==> src/rtl/mac_cyv_rr_arbiter.sv <==
// Round-robin scheduler sharing one MAC among NREQ requesters; response arrives MAC_LATENCY+1 edges after the issue edge.
// Responses have no backpressure; `drain` stops granting until the pipe is empty. `MAC_ARB_STATS_EN` enables grant counters.
module mac_cyv_rr_arbiter #(
  parameter int NREQ        = 4,
  parameter int MAC_LATENCY = 4
) (
  input  logic                       clk,
  input  logic                       areset,
  input  logic [NREQ-1:0]            req_valid,
  output logic [NREQ-1:0]            req_ready,
  input  logic [16*NREQ-1:0]         req_a,
  input  logic [16*NREQ-1:0]         req_b,
  input  logic [32*NREQ-1:0]         req_c,
  output logic                       mac_en,
  output logic [15:0]                mac_a,
  output logic [15:0]                mac_b,
  output logic [31:0]                mac_c,
  input  logic [31:0]                mac_q,
  output logic                       rsp_valid,
  output logic [$clog2(NREQ)-1:0]    rsp_id,
  output logic [15:0]                rsp_q,
  input  logic                       drain,
  output logic                       drained,
  output logic                       busy,
  output logic [16*NREQ-1:0]         grant_cnt
);

  localparam int IDW = $clog2(NREQ);

  localparam logic [1:0] ST_RUN     = 2'd0;
  localparam logic [1:0] ST_DRAIN   = 2'd1;
  localparam logic [1:0] ST_DRAINED = 2'd2;

  logic [1:0]     state, state_nx;
  logic [IDW-1:0] last;
  logic [IDW-1:0] issue_id;
  logic [IDW-1:0] cand;
  logic [IDW-1:0] gnt_id;
  logic           found;
  logic           xfer;
  logic [NREQ-1:0] gnt;

  // Stage 0 lines up with the MAC input capture edge, so the last stage meets mac_q.
  logic [MAC_LATENCY:0] tag_v;
  logic [IDW-1:0]       tag_id [MAC_LATENCY+1];

  logic unused_mac_hi;
  assign unused_mac_hi = ^mac_q[31:16];

  always_comb begin
    found  = 1'b0;
    gnt_id = '0;
    cand   = '0;
    gnt    = '0;
    for (int off = 1; off <= NREQ; off++) begin
      cand = IDW'((int'(last) + off) % NREQ);
      if (!found && req_valid[cand]) begin
        found  = 1'b1;
        gnt_id = cand;
      end
    end
    xfer = found && (state == ST_RUN);
    if (xfer) gnt[gnt_id] = 1'b1;
  end

  assign req_ready = gnt;

  always_ff @(posedge clk or posedge areset) begin
    if (areset) begin
      mac_en   <= 1'b0;
      mac_a    <= '0;
      mac_b    <= '0;
      mac_c    <= '0;
      issue_id <= '0;
      last     <= IDW'(NREQ - 1);
    end else begin
      mac_en <= xfer;
      if (xfer) begin
        mac_a    <= req_a[16*gnt_id +: 16];
        mac_b    <= req_b[16*gnt_id +: 16];
        mac_c    <= req_c[32*gnt_id +: 32];
        issue_id <= gnt_id;
        last     <= gnt_id;
      end else begin
        mac_a    <= '0;
        mac_b    <= '0;
        mac_c    <= '0;
        issue_id <= '0;
      end
    end
  end

  always_ff @(posedge clk or posedge areset) begin
    if (areset) begin
      tag_v <= '0;
      for (int i = 0; i <= MAC_LATENCY; i++) tag_id[i] <= '0;
    end else begin
      tag_v[0]  <= mac_en;
      tag_id[0] <= issue_id;
      for (int i = 1; i <= MAC_LATENCY; i++) begin
        tag_v[i]  <= tag_v[i-1];
        tag_id[i] <= tag_id[i-1];
      end
    end
  end

  assign rsp_valid = tag_v[MAC_LATENCY];
  assign rsp_id    = tag_id[MAC_LATENCY];
  assign rsp_q     = mac_q[15:0];

  // Registered view of what will be in flight after this edge (last stage included).
  always_ff @(posedge clk or posedge areset) begin
    if (areset) busy <= 1'b0;
    else        busy <= xfer | mac_en | (|tag_v[MAC_LATENCY-1:0]);
  end

  always_comb begin
    state_nx = state;
    case (state)
      ST_RUN:     if (drain)  state_nx = ST_DRAIN;
      ST_DRAIN:   if (!busy)  state_nx = ST_DRAINED;
      ST_DRAINED: if (!drain) state_nx = ST_RUN;
      default:                state_nx = ST_RUN;
    endcase
  end

  always_ff @(posedge clk or posedge areset) begin
    if (areset) state <= ST_RUN;
    else        state <= state_nx;
  end

  assign drained = (state == ST_DRAINED);

`ifdef MAC_ARB_STATS_EN
  for (genvar g = 0; g < NREQ; g++) begin : g_cnt
    always_ff @(posedge clk or posedge areset) begin
      if (areset) begin
        grant_cnt[16*g +: 16] <= '0;
      end else if (gnt[g] && (grant_cnt[16*g +: 16] != 16'hFFFF)) begin
        grant_cnt[16*g +: 16] <= grant_cnt[16*g +: 16] + 16'd1;
      end
    end
  end
`else
  assign grant_cnt = '0;
`endif

endmodule

==> config.mk <==
export PLATFORM = sky130hd
export DESIGN_NAME = mac_cyv_rr_arbiter
export DESIGN_NICKNAME = d
export VERILOG_FILES = /design/src/rtl/mac_cyv_rr_arbiter.sv
export SDC_FILE = /design/constraint.sdc
export NUM_CORES = 1
export LEC_CHECK = 0
export CAP_MARGIN = 0
export CORE_AREA = 2 2 173 175
export DETAILED_ROUTE_END_ITERATION = 10
export DIE_AREA = 0 0 175 177
export MAX_ROUTING_LAYER = met4
export PLACE_DENSITY_LB_ADDON = 0.25
export SYNTH_ARGS = -nofsm -noshare
export SYNTH_HDL_FRONTEND = slang
export SYNTH_SLANG_ARGS = --single-unit
==> constraint.sdc <==
create_clock -name clk -period 8.9 [get_ports clk]
set_clock_uncertainty 0.2 [all_clocks]
set_input_delay 2.67 -clock clk [delete_from_list [all_inputs] [get_ports clk]]
set_output_delay 2.67 -clock clk [all_outputs]
set_load 0.005 [all_outputs]
==> impl_metrics.json, run 1 <==
{
  "syn-cell-area_sq_um": 5380,
  "period_minus_slack_ns": 8.06,
  "final_common_cell": "clkdlybuf4s50_1",
  "first_global_vias": 5414,
  "critPathArrivalTime_ns": 5.19,
  "first_iter_violations": 208,
  "post_cts_buffers": 0,
  "boundaryPins": 449,
  "timing.fmax_mhz": 124,
  "power.leakage_nw": 4.55,
  "synth-seq-cells": 87,
  "slew-limit-headroom_pct": 37.0,
  "grt_pass1_wl_mm": 33.1,
  "die_h_microns": 177,
  "dp_cells": 1191,
  "clk_latency_ns": 0.35,
  "maxSlewViolCount": 0,
  "synth_edf_count": 0,
  "yosys_warnings": 0,
  "dr_total_vias": 5206,
  "cts_max_path_buffers": 2,
  "cp-start-kind": "input pin",
  "ant_nets": 0,
  "hold_path.class": "reg -> reg",
  "cts-htree-levels": 3,
  "root_buffer": "clkbuf_16",
  "fillers": 3093,
  "critPathKind": "in -> out",
  "final.setup.tns_ns": 0,
  "drc": 0,
  "final_area_sq_um": 8900,
  "ir_worst_vdd_uv": 129,
  "rsz0062_at_grt": "no",
  "drv_cap": 0,
  "cts_sinks": 87,
  "synthCells": 530,
  "grt_max_degree": 67,
  "critical_path_buf_inv_count": 2,
  "dominantRegCellSynth": "dfrtp_1",
  "cpPeakStageDelay_ns": 0.76,
  "synth_seq_area_share_pct": 40.5,
  "period_share_pct": 90.6,
  "cts_tree": "built",
  "crit_chain": "clkdlybuf4s50_1 -> nor4b_1 -> a32o_4 -> clkdlybuf4s50_1",
  "hold_violations": 0,
  "syn2layout_area_growth_pct": 65.4,
  "endpoint_kind": "output pin",
  "diodes": 0,
  "die_area_sq_um": 31000,
  "final_cell_mix": "clkdlybuf4s50_1, and3_1, dfrtp_1",
  "wire_per_inst_microns": 18.9,
  "post-route-util_pct": 30.4,
  "synthArstFlopShare_pct": 100,
  "start_util_pct": 18.4,
  "cpMaxStageDelayCell": "a32o_4",
  "dr.pass1.iters": 4,
  "antenna_found_initial": 0,
  "pre_cts_slack_ns": 0.882,
  "rows": 63,
  "placed_area_sq_um": 8590,
  "gp_congestion": 0.762,
  "yosysUniqueCellTypes": 38,
  "port_buffers": 336,
  "numCtsBuffers": 9,
  "clkSlewWorstSetupHoldPaths_ns": 0.07,
  "fin_ws_ns": 0.838,
  "gr-total-overflow": 0,
  "cts_hold_buffers": 0,
  "tightest_slew_ns": 0.945,
  "cp_max_fo": 65,
  "syn_avg_cell_area_sq_um": 10.1,
  "via_per_inst": 4.31,
  "drive_above_1_share_pct": 4.16,
  "power_density_nw_per_um2": 233,
  "routed_wl_mm": 22.8,
  "path_delay_family": "buffers and inverters",
  "grt_usage_pct": 14.5,
  "status": "completed",
  "post_cts_resized": 0,
  "nets": 1107,
  "p_total_mw": 2.07,
  "instances_no_fill": 1207,
  "crit_required_ns": 6.03,
  "hpwl_mm": 14.6,
  "die_x_microns": 175,
  "path_common_cell": "clkdlybuf4s50_1",
  "finalSetupViolCount": 0,
  "core_area_sq_um": 29200,
  "hold_ws_ns": 0.149
}
report_power, final:
group | internal [mW] | switching [mW] | total (mW)
Sequential | 0.560 | 0.0685 | 0.629
Combinational | 0.544 | 0.486 | 1.03
Clock | 0.224 | 0.191 | 0.415
path summary, 6_finish.rpt:
kind / start / endpoint / slack, ns / depth (start not counted)
max in group asynchronous: areset / rsp_id[0] / 4.82 / 3
hold reg to reg: tag_id[9] / tag_id[7] / 0.15 / 0
min in group asynchronous: areset / mac_c[15] / 2.57 / 2
hold / removal: tag_id[9] / tag_id[7] / 0.15 / 0
setup / recovery: req_valid[1] / req_ready[1] / 0.84 / 4
setup reg to reg: state[1] / mac_b[1] / 5.92 / 6
routing by layer:
layer | vias to the layer above | GRT usage [%] | routed length [microns]
met5 | - | - | 0
met1 | 2521 | 17.4 | 9820
met4 | 0 | 4.62 | 524
met2 | 264 | 24.7 | 11100
li1 | 2385 | - | -
met3 | 36 | 2.73 | 1310
state kept, by name (all words and copies together) (netlist names):
signal / count
mac_c: 32
state: 2
last: 2
tag_v: 5
busy: 1
mac_en: 1
mac_a: 16
mac_b: 16
rsp_id: 2
tag_id: 8
issue_id: 2
cells by family after synthesis:
group / Yosys count / share of synthesized area, %
other: 1 / 0.0697
buffers and inverters: 140 / 18.0
AND/OR/NAND/NOR: 154 / 17.7
multiplexers: 2 / 0.372
flip-flops: 87 / 40.5
AO/OA/AOI/OAI: 146 / 23.3
synthesized netlist by cell type (3+ instances only):
cell        n  area (sq um)
a211o_1    66           578
nor2b_1     4          25.0
buf_6      16           180
buf_2      10          50.1
buf_4      83           623
inv_1       4          15.0
nor2_1      5          18.8
o21ai_0     3          15.0
and3_1    129           807
nand2b_1    3          18.8
dfrtp_1    85          2130
a22o_1     65           569
clkbuf_1   26          97.6
final cells by class:
cell class / count / area (sq um) / share of cell area (%)
Clock buffer: 10 / 229 / 2.57
Clock inverter: 6 / 75.1 / 0.844
Inverter: 5 / 21.3 / 0.239
Multi-Input combinational cell: 366 / 2490 / 28.0
Sequential cell: 87 / 2180 / 24.5
Tap cell: 390 / 488 / 5.48
Timing Repair Buffer: 343 / 3410 / 38.3
No activity file was read; power rests on OpenSTA's default activity.
==> run 2, diff against run 1 <==
--- a/config.mk
+++ b/config.mk
@@ -10,7 +10,7 @@
 export DETAILED_ROUTE_END_ITERATION = 10
 export DIE_AREA = 0 0 175 177
 export MAX_ROUTING_LAYER = met4
-export PLACE_DENSITY_LB_ADDON = 0.25
+export PLACE_DENSITY = 0.62
 export SYNTH_ARGS = -nofsm -noshare
 export SYNTH_HDL_FRONTEND = slang
 export SYNTH_SLANG_ARGS = --single-unit
==> run 2 against run 1 <==
Total power rose by 1.8%. Sequential power is 0.8% higher. Cell count is essentially flat. Final area rose by 0.42%. Die area is the same. Clock power is 9.6% higher. Critical path type unchanged. Largest power group unchanged.
==> impl_metrics.json, run 2 (synthesis gave the netlist of run 1 again) <==
{
  "final.setup.tns_ns": 0,
  "die_h_microns": 177,
  "rr_startpoint": "state[1]",
  "final_cell_mix": "clkdlybuf4s50_1, and3_1, dfrtp_1",
  "die_x_microns": 175,
  "rows": 63,
  "port_buffers": 336,
  "final_common_cell": "clkdlybuf4s50_1",
  "post_cts_resized": 0,
  "clk_latency_ns": 0.35,
  "nets": 1108,
  "finalSetupViolCount": 0,
  "rsz0062_at_grt": "no",
  "crit_required_ns": 6.03,
  "grt_max_degree": 67,
  "drive_above_1_share_pct": 4.03,
  "critPathArrivalTime_ns": 4.55,
  "cpPeakStageDelay_ns": 0.63,
  "endpoint_kind": "output pin",
  "root_buffer": "clkbuf_16",
  "via_per_inst": 4.37,
  "hold_violations": 0,
  "die_area_sq_um": 31000,
  "numCtsBuffers": 9,
  "diodes": 0,
  "start_util_pct": 18.4,
  "wire_per_inst_microns": 18.3,
  "cpMaxStageDelayCell": "buf_2",
  "placed_area_sq_um": 8600,
  "gp_congestion": 0.778,
  "dr.pass1.iters": 4,
  "fin_ws_ns": 1.48,
  "cp_max_fo": 45,
  "pre_cts_slack_ns": 1.46,
  "ir_worst_vdd_uv": 164,
  "dr_total_vias": 5283,
  "hpwl_mm": 14.8,
  "routed_wl_mm": 22.1,
  "cts-htree-levels": 3,
  "final_area_sq_um": 8940,
  "reg.largest.list": "mac_c: 32 flops, mac_a: 16 flops, mac_b: 16 flops",
  "status": "completed",
  "power.leakage_nw": 4.57,
  "power_density_nw_per_um2": 236,
  "period_minus_slack_ns": 7.42,
  "cts_max_path_buffers": 2,
  "min_from": "tag_id[2]",
  "post_cts_buffers": 0,
  "cts_tree": "built",
  "core_area_sq_um": 29200,
  "largest-register": "mac_c",
  "slew-limit-headroom_pct": 39.3,
  "crit_chain": "buf_2 -> buf_4 -> nand2b_1 -> nand2_1 -> a211oi_4 -> clkdlybuf4s50_1",
  "cts_hold_buffers": 0,
  "first_global_vias": 5444,
  "gr-total-overflow": 0,
  "maxSlewViolCount": 0,
  "drv_cap": 0,
  "crit_path_start": "req_valid[3]",
  "cp-start-kind": "input pin",
  "clkSlewWorstSetupHoldPaths_ns": 0.07,
  "cts_sinks": 87,
  "grt_pass1_wl_mm": 32.6,
  "largest_reg_flops": 32,
  "first_iter_violations": 169,
  "timing.fmax_mhz": 135,
  "period_share_pct": 83.4,
  "tightest_slew_ns": 0.908,
  "grt_usage_pct": 14.2,
  "antenna_found_initial": 1,
  "rrSetupSlack_ns": 5.90,
  "drc": 0,
  "critPathKind": "in -> out",
  "hold_path.class": "reg -> reg",
  "post-route-util_pct": 30.6,
  "ant_nets": 0,
  "syn2layout_area_growth_pct": 66.1,
  "boundaryPins": 449
}
==> run 2: changes by cell type in the layout (fill, tap and decap cells not counted), sizes merged <==
cell    delta
buf        +1
bufinv     +2
clkbuf     +2
inv        -4
==> run 2: per-layer routing <==
| metal | up-vias | part of all wire [%] | global-route usage (%) |
|---|---|---|---|
| met2 | 281 | 50 | 24.5 |
| met3 | 49 | 6.4 | 3.03 |
| met1 | 2566 | 40 | 16.2 |
| li1 | 2387 | - | - |
| met4 | 0 | 2.8 | 5.14 |
| met5 | - | 0 | - |
==> run 2: cell type report <==
class	instances	area, sq um
Multi-Input combinational cell	366	2490
Inverter	5	21.3
Tap cell	390	488
Fill cell	3028	20300
Clock inverter	4	97.6
Timing Repair Buffer	344	3420
Clock buffer	12	236
Sequential cell	87	2180
==> run 2: report_power, final <==
group	total (mW)	switching [mW]	leakage, nW	internal (mW)
combinational	1.02	0.478	3.27	0.545
clock	0.455	0.179	0.157	0.276
sequential	0.634	0.0724	1.15	0.561
total	2.11	0.729	4.57	1.38
==> run 2: path summary, 6_finish.rpt <==
kind,to,cells after the start
worst max register to register,mac_c[5],5
worst min-delay path,rsp_id[0],0
worst max-delay path,req_ready[2],6
min in group asynchronous,mac_c[21],2
worst min register to register,rsp_id[0],0
max in group asynchronous,mac_b[12],3
==> run 2: critical path: cells and delay by family <==
kind	cells	cell delay, ns
compound gates	1	0.07
simple gates	2	0.24
buf+inv	3	1.55
==> run 2: metrics by stage <==
step / total power, mW / hold WS, ns / instances
detailed placement: 1.67 / 0.135 / 1192
global route: 2.25 / 0.170 / 1208
CTS: 2.15 / 0.151 / 1208
floorplan: 1.16 / 0.131 / 593
global placement: 1.66 / 0.139 / 1192
finish: 2.11 / 0.150 / 1208
==> run 3, diff against run 2 <==
--- a/config.mk
+++ b/config.mk
@@ -10,7 +10,7 @@
 export DETAILED_ROUTE_END_ITERATION = 10
 export DIE_AREA = 0 0 175 177
 export MAX_ROUTING_LAYER = met4
-export PLACE_DENSITY = 0.62
+export PLACE_DENSITY = 0.64
 export SYNTH_ARGS = -nofsm -noshare
 export SYNTH_HDL_FRONTEND = slang
 export SYNTH_SLANG_ARGS = --single-unit
==> constraint.sdc (replaced) <==
create_clock -name clk -period 6.8 [get_ports clk]
set_clock_uncertainty 0.2 [all_clocks]
set_input_delay 2.04 -clock clk [delete_from_list [all_inputs] [get_ports clk]]
set_output_delay 2.04 -clock clk [all_outputs]
set_load 0.005 [all_outputs]
==> run 3 against run 2 <==
Total power is 26% higher. Utilization shrank 0.21 points. Sequential power up 30%. Critical path type unchanged. Via count grew 0.89%. Register-to-register slack worse by 2.1 ns. Final area is 0.69% lower. Sequential share of layout area grew 0.17 points. Combinational power rose by 32%. Wire length grew 0.68%. Critical path depth is 1 lower. Worst hold slack lost 0.00097 ns. Non-clock buffer count is the same. Critical endpoint unchanged.
==> impl_metrics.json, run 3 (synthesis gave the netlist of run 1 again) <==
{
  "critPathKind": "in -> out",
  "cts_sinks": 87,
  "ant_nets": 0,
  "gr-total-overflow": 0,
  "wire_per_inst_microns": 18.4,
  "largest_reg_flops": 32,
  "critPathArrivalTime_ns": 3.87,
  "seq_area_sq_um": 2180,
  "power_density_nw_per_um2": 301,
  "cts_max_path_buffers": 2,
  "cpPeakStageDelay_ns": 0.67,
  "rows": 63,
  "post_cts_buffers": 0,
  "largest-register": "mac_c",
  "path_delay_family": "buffers and inverters",
  "period_minus_slack_ns": 6.11,
  "first_iter_violations": 233,
  "numCtsBuffers": 9,
  "clk_latency_ns": 0.35,
  "antenna_found_initial": 0,
  "timing.fmax_mhz": 164,
  "cp_max_fo": 10,
  "cts_hold_buffers": 0,
  "grt_max_degree": 67,
  "boundaryPins": 449,
  "drive_above_1_share_pct": 4.40,
  "tightest_slew_ns": 0.947,
  "rsz0062_at_grt": "no",
  "dr_total_vias": 5330,
  "status": "completed",
  "hold_violations": 0,
  "pre_cts_slack_ns": 0.663,
  "die_h_microns": 177,
  "core_area_sq_um": 29200,
  "path_common_cell": "clkdlybuf4s50_1",
  "first_global_vias": 5457,
  "root_buffer": "clkbuf_16",
  "placed_area_sq_um": 8590,
  "dr.pass1.iters": 4,
  "final_common_cell": "clkdlybuf4s50_1",
  "endpoint_kind": "output pin",
  "start_util_pct": 18.4,
  "cpMaxStageDelayCell": "clkdlybuf4s50_1",
  "grt_pass1_wl_mm": 32.0,
  "reg.largest.list": "mac_c: 32 flops, mac_a: 16 flops, mac_b: 16 flops",
  "die_x_microns": 175,
  "finalSetupViolCount": 0,
  "hold_path.class": "reg -> reg",
  "syn2layout_area_growth_pct": 65.0,
  "multiInputGateArea_sq_um": 2480,
  "final_area_sq_um": 8870,
  "maxSlewViolCount": 0,
  "final_cell_mix": "clkdlybuf4s50_1, and3_1, dfrtp_1",
  "port_buffers": 336,
  "gp_congestion": 0.763,
  "fin_ws_ns": 0.694,
  "cts-htree-levels": 3,
  "post-route-util_pct": 30.3,
  "crit_required_ns": 4.56,
  "routed_wl_mm": 22.2,
  "nets": 1108,
  "drc": 0,
  "ir_worst_vdd_uv": 357,
  "power.leakage_nw": 4.55,
  "grt_usage_pct": 14.1,
  "post_cts_resized": 0,
  "via_per_inst": 4.41,
  "drv_cap": 0,
  "slew-limit-headroom_pct": 36.9,
  "die_area_sq_um": 31000,
  "crit_chain": "clkdlybuf4s50_1 -> nor4_1 -> nand2b_2 -> a211oi_4 -> clkdlybuf4s50_1",
  "fillers": 3029,
  "dp_cells": 1192,
  "critical_path_buf_inv_count": 2,
  "p_total_mw": 2.67,
  "clkSlewWorstSetupHoldPaths_ns": 0.07,
  "hpwl_mm": 14.8,
  "final.setup.tns_ns": 0,
  "period_share_pct": 89.8,
  "diodes": 0,
  "instances_no_fill": 1208,
  "hold_ws_ns": 0.149,
  "cp-start-kind": "input pin",
  "cts_tree": "built"
}
-- run 3: cell count changes in the layout (fill, tap and decap cells not counted), sizes merged --
cell    before  now
bufinv       3    0
clkinv       0    3
clkbuf      12   10
inv          5    7
-- run 3: layout make-up --
class,count,area share [%]
timing repair buffer,344,38.5
tap,390,5.50
inverter,5,0.240
multi-input combinational,366,28.0
clock inverter,6,0.493
clock buffer,10,2.69
sequential,87,24.6
-- run 3: path summary, 6_finish.rpt --
check / startpoint / to / slack, ns / cells after the start
setup / recovery: req_valid[2] / req_ready[2] / 0.69 / 5
hold / removal: tag_id[5] / tag_id[3] / 0.15 / 0
setup reg to reg: state[1] / mac_b[1] / 3.78 / 5
hold reg to reg: tag_id[5] / tag_id[3] / 0.15 / 0
max in group asynchronous: areset / last[1] / 3.43 / 3
min in group asynchronous: areset / mac_b[7] / 1.96 / 2
-- run 3: routing by layer --
| metal | global-route usage, % | vias up | share of wire (%) |
|---|---|---|---|
| li1 | - | 2391 | - |
| met1 | 15.8 | 2632 | 41 |
| met2 | 24.8 | 276 | 50 |
| met3 | 3.14 | 31 | 6.8 |
| met4 | 4.83 | 0 | 1.9 |
| met5 | - | - | 0 |
-- run 3: power breakdown --
part	switching [mW]	leakage, nW	internal, mW	total, mW
Clock	0.236	0.139	0.261	0.496
Sequential	0.0922	1.15	0.734	0.826
Combinational	0.635	3.27	0.712	1.35
